`src/rtl/frame_arbiter_pkg.sv`:
```
// Shared types and helpers for the frame arbiter and its round-robin picker.
package frame_arbiter_pkg;

  // Number of requesters sharing the sample counter.
  localparam int NREQ = 2;

  // Frame sequencer states; prefixed so they never collide with the GAP parameter.
  typedef enum logic [1:0] {
    S_IDLE = 2'd0,
    S_RUN  = 2'd1,
    S_GAP  = 2'd2
  } state_t;

  // One-hot vector with bit idx set.
  function automatic logic [NREQ-1:0] onehot(input logic idx);
    logic [NREQ-1:0] v;
    v      = '0;
    v[idx] = 1'b1;
    return v;
  endfunction

endpackage

```
`src/rtl/frame_arbiter_rr_arb2.sv`:
```
// Two-way round-robin picker: combinational choice, registered "last winner" pointer.
module rr_arb2
  import frame_arbiter_pkg::*;
(
  input  logic            clk,
  input  logic            rst,
  input  logic [NREQ-1:0] req,
  input  logic            take,
  output logic [NREQ-1:0] pick
);

  // Index of the requester granted most recently; reset value makes requester 0 preferred.
  logic last_reg;
  logic win_idx;

  // Pointer moves only when the picked requester is actually granted.
  always_ff @(posedge clk or negedge rst) begin
    if (!rst) begin
      last_reg <= 1'b1;
    end else if (take) begin
      last_reg <= win_idx;
    end
  end

  // Lone requester wins outright; on contention the one not granted last wins.
  always_comb begin
    win_idx = 1'b0;
    pick    = '0;
    case (req)
      2'b01:   win_idx = 1'b0;
      2'b10:   win_idx = 1'b1;
      2'b11:   win_idx = ~last_reg;
      default: win_idx = 1'b0;
    endcase
    if (req != '0) begin
      pick = onehot(win_idx);
    end
  end

endmodule

```
`src/rtl/frame_arbiter.sv`:
```
// Frame sequencer: grants the shared sample counter to one requester per frame,
// counts NDATA samples, then idles GAP enabled cycles before re-arbitrating.
module frame_arbiter
  import frame_arbiter_pkg::*;
#(
  parameter int NDATA     = 128,
  parameter int NDATA_LOG = $clog2(NDATA),
  parameter int GAP       = 2
) (
  input  logic                 clk,
  input  logic                 rst,
  input  logic                 ena,
  input  logic [NREQ-1:0]      req,
  output logic [NREQ-1:0]      gnt,
  output logic [NDATA_LOG-1:0] cnt,
  output logic                 valid,
  output logic                 first,
  output logic                 last,
  output logic [NREQ-1:0]      done,
  output logic                 busy
);

  localparam int GAPW = (GAP > 1) ? $clog2(GAP) : 1;
  localparam logic [NDATA_LOG-1:0] CNT_LAST = NDATA_LOG'(NDATA - 1);
  localparam logic [GAPW-1:0] GAP_LOAD = GAPW'((GAP > 0) ? (GAP - 1) : 0);

  state_t                state_reg, state_next;
  logic [NDATA_LOG-1:0]  cnt_reg, cnt_next;
  logic [NREQ-1:0]       gnt_reg, gnt_next;
  logic                  valid_reg, valid_next;
  logic [NREQ-1:0]       done_reg, done_next;
  logic [GAPW-1:0]       gap_reg, gap_next;
  logic [NREQ-1:0]       pick;
  logic                  take;

  rr_arb2 u_arb (
    .clk  (clk),
    .rst  (rst),
    .req  (req),
    .take (take),
    .pick (pick)
  );

  // State and datapath registers; done follows done_next even when stalled so it self-clears.
  always_ff @(posedge clk or negedge rst) begin
    if (!rst) begin
      state_reg <= S_IDLE;
      cnt_reg   <= '0;
      gnt_reg   <= '0;
      valid_reg <= 1'b0;
      done_reg  <= '0;
      gap_reg   <= '0;
    end else begin
      state_reg <= state_next;
      cnt_reg   <= cnt_next;
      gnt_reg   <= gnt_next;
      valid_reg <= valid_next;
      done_reg  <= done_next;
      gap_reg   <= gap_next;
    end
  end

  // Next-state logic; everything except done holds while ena is low.
  always_comb begin
    state_next = state_reg;
    cnt_next   = cnt_reg;
    gnt_next   = gnt_reg;
    valid_next = valid_reg;
    gap_next   = gap_reg;
    done_next  = '0;
    take       = 1'b0;
    if (ena) begin
      case (state_reg)
        S_IDLE: begin
          if (req != '0) begin
            state_next = S_RUN;
            gnt_next   = pick;
            cnt_next   = '0;
            valid_next = 1'b1;
            take       = 1'b1;
          end
        end
        S_RUN: begin
          if (cnt_reg == CNT_LAST) begin
            // gnt_reg still names the finishing requester here.
            done_next  = gnt_reg;
            gnt_next   = '0;
            cnt_next   = '0;
            valid_next = 1'b0;
            gap_next   = GAP_LOAD;
            state_next = (GAP == 0) ? S_IDLE : S_GAP;
          end else begin
            cnt_next = cnt_reg + 1'b1;
          end
        end
        S_GAP: begin
          if (gap_reg == '0) begin
            state_next = S_IDLE;
          end else begin
            gap_next = gap_reg - 1'b1;
          end
        end
        default: state_next = S_IDLE;
      endcase
    end
  end

  assign gnt   = gnt_reg;
  assign cnt   = cnt_reg;
  assign valid = valid_reg;
  assign done  = done_reg;
  assign first = valid_reg && (cnt_reg == '0);
  assign last  = valid_reg && (cnt_reg == CNT_LAST);
  assign busy  = (state_reg != S_IDLE);

endmodule

```
`config.mk`:
```
export PLATFORM = sky130hd
export DESIGN_NAME = frame_arbiter
export DESIGN_NICKNAME = d
export VERILOG_FILES = /design/src/rtl/frame_arbiter_pkg.sv /design/src/rtl/frame_arbiter_rr_arb2.sv /design/src/rtl/frame_arbiter.sv
export SDC_FILE = /design/constraint.sdc
export NUM_CORES = 1
export LEC_CHECK = 0
export CAP_MARGIN = 20
export CORE_ASPECT_RATIO = 0.7
export CORE_UTILIZATION = 45
export CTS_CLUSTER_SIZE = 14
export DETAILED_ROUTE_END_ITERATION = 10
export PLACE_DENSITY_LB_ADDON = 0.1
export SETUP_SLACK_MARGIN = 0.15
export SYNTH_ARGS = -nofsm -noshare
export SYNTH_HDL_FRONTEND = slang
export SYNTH_SLANG_ARGS = --single-unit
export TNS_END_PERCENT = 1
```
`constraint.sdc`:
```
create_clock -name clk -period 3.7 [get_ports clk]
set_clock_uncertainty 0.1 [all_clocks]
set_input_delay 0.74 -clock clk [delete_from_list [all_inputs] [get_ports clk]]
set_output_delay 0.74 -clock clk [all_outputs]
set_load 0.02 [all_outputs]
```
==> reports/metrics.csv <==
metric,value,unit
status,"complete, no violations",
hold_depth,1,
track_usage,22.2,%
ys_warn_count,0,
holdCritStartpoint,gap_reg,
wl_per_cell,15.5,um
die_x,55.4,um
setup_viol,0,
synth_nets,103,
overflow,0,
dieArea,2180,um2
synth_edf_count,0,
drc,0,
drive_gt1_share,7.83,%
synth_top_family_by_area,simple AND/OR/NAND/NOR gates,
p_leak,0.447,nW
final_max_slew_viol_count,0,
tns,0,ns
fin_crit,3.07,ns
vias,793,
whs_endpoint,gap_reg,
drt-initial-drc-count,19,
muxShareOfSynthArea,0,%
gp_congestion,0.801,
nNetsFinal,123,
dp_hpwl,1440,um
antenna_left,0,
r2r-start,cnt[0],
cts.sinks,16,
critPathCaptureType,primary output,
area_growth,24.8,%
async_reset_ff_share,100,%
critPathLaunchType,flip-flop,
finalPower,0.815,mW
ys_dominant_reg_cell,dfrtp_1,
antenna_cells,0,
cap_violations,0,
maxSlewHeadroom,50.8,%
synth_cells,96,
r2r_cells,4,
htree_levels,1,
synth_xor_area_share,0,%
cts_max_path_buffers,2,
post_cts.repair.setup_buffers,0,
start_util,48.0,%
rsz0062_at_grt,false,
wl,2120,um
reg2reg_to,cnt[3],
final_util,59.9,%
ir_worst_vdd,0.484,mV
die_y,39.4,um
port_buffers,19,
clkSlewWorstSetupHoldPaths,0.10,ns
cts_buffers,3,
synth_seq_area_share,44.8,%
grt_antenna_before_repair,0,
hp-class,flip-flop to flip-flop,
hold_viol,0,
synth_simple_gate_area_share,23.0,%
tritoncts,built,
hold_buffers,0,
hold-worst-slack,0.441,ns
grt_pass1_vias,740,
rows,13,
synth.avg_cell_area,9.34,um2
clk_latency,0.29,ns
ys_types,35,
ys_ff_latch,16,
synthAdderAreaFrac,2.79,%
drt_pass1_iterations,4,
max_freq,0.326,GHz
r2r_setup_slack,1.82,ns
finalCritPeriodShare,82.9,%
cts-root-buf,clkbuf_4,
synth_compound_area_share,22.6,%
worstPathRequired,2.86,ns
avgViaCountPerCell,5.79,
core,1870,um2
crit_type,flip-flop to primary output,
worstPathArrival,2.23,ns
syn_area,897,um2
nFillCells,167,
cts.repair.resized,0,
pin_count,20,
tightest_slew,0.735,ns
grt_pass1_wl,3530,um
largest_reg_flops,7,
grt_max_degree,17,
cp_max_fo,11,
p_per_area,728,nW/um2
==> stage by stage <==
stage | instances | worst slack (ns) | area [um2]
global placement | 133 | 1.07 | 1080
finish | 137 | 0.632 | 1120
CTS | 137 | 0.653 | 1120
global route | 137 | 0.478 | 1120
floorplan | 96 | 1.47 | 897
detailed placement | 133 | 0.994 | 1080
==> worst max path at each step <==
stage / from / to / slack [ns] / cells after the start
3_3_place_gp: cnt[0] / last / 1.07 / 5
5_1_grt: cnt[0] / last / 0.48 / 5
2_1_floorplan: cnt[0] / first / 1.47 / 4
6_report: cnt[0] / last / 0.63 / 5
4_1_cts: cnt[0] / last / 0.65 / 5
3_5_place_dp: cnt[0] / last / 0.99 / 5
==> power by group <==
group,switching [mW],internal [mW]
clock network,0.0584,0.0600
logic,0.203,0.169
registers,0.0886,0.237
total,0.350,0.465
==> layout by cell type (no fill, tap or decap), types with 2 or more instances in the layout <==
cell,count
nor4_1,3
nand3_1,6
or2_2,2
nor2_1,2
a31oi_1,2
o21ai_0,11
nand2b_1,2
or4_1,2
clkbuf_4,3
o31ai_1,4
a21oi_1,2
ha_1,2
dfrtp_1,15
nand2_1,6
clkdlybuf4s50_1,19
nor2b_1,3
nor3b_1,2
inv_1,8
a22o_1,2
o211ai_1,4
==> per-layer routing <==
layer / vias to the layer above / global-route usage (%) / share of wire (%)
met2: 18 / 33.1 / 42
li1: 393 / - / -
met4: 0 / 6.88 / 0.80
met3: 2 / 8.58 / 5.2
met5: - / 0 / 0
met1: 380 / 29.8 / 52
==> cell families after synthesis <==
| family | after synthesis |
|---|---|
| AOI/OAI and AO/OA | 31 |
| adders and majority gates | 2 |
| buffers and inverters | 12 |
| DFF | 16 |
| and+or+nand+nor | 35 |
==> Yosys cell counts, drive strengths merged, types with 2 or more instances <==
library cell	instances	area, um2
nor3b	2	15.0
nor3	2	15.0
dfrtp	15	375
a22o	2	17.5
o21ai	12	60.1
nor2	2	7.51
buf	3	27.5
o31ai	4	30.0
a31oi	2	12.5
or4	2	15.0
a21oi	2	10.0
o211ai	4	30.0
nor4	3	18.8
inv	8	30.0
or2	2	12.5
nor2b	3	18.8
nand3	7	40.0
ha	2	25.0
nand2b	2	12.5
nand2	6	22.5
==> cell type report <==
type | instances | area (um2) | area share [%]
clock buffers | 4 | 36.3 | 3.24
multi-input cells | 68 | 434 | 38.8
repair buffers | 19 | 190 | 17.0
well taps | 22 | 27.5 | 2.46
inverters | 8 | 30.0 | 2.68
flip-flops and latches | 16 | 402 | 35.9
==> critical path, cell delays in order (launching register included) <==
cell,delay (ns)
dfrtp_1,0.46
ha_1,0.24
nand3_2,0.21
nor2_1,0.27
and2_1,0.16
clkdlybuf4s50_1,0.59
Note: power is estimated with default switching activity, not from simulation.
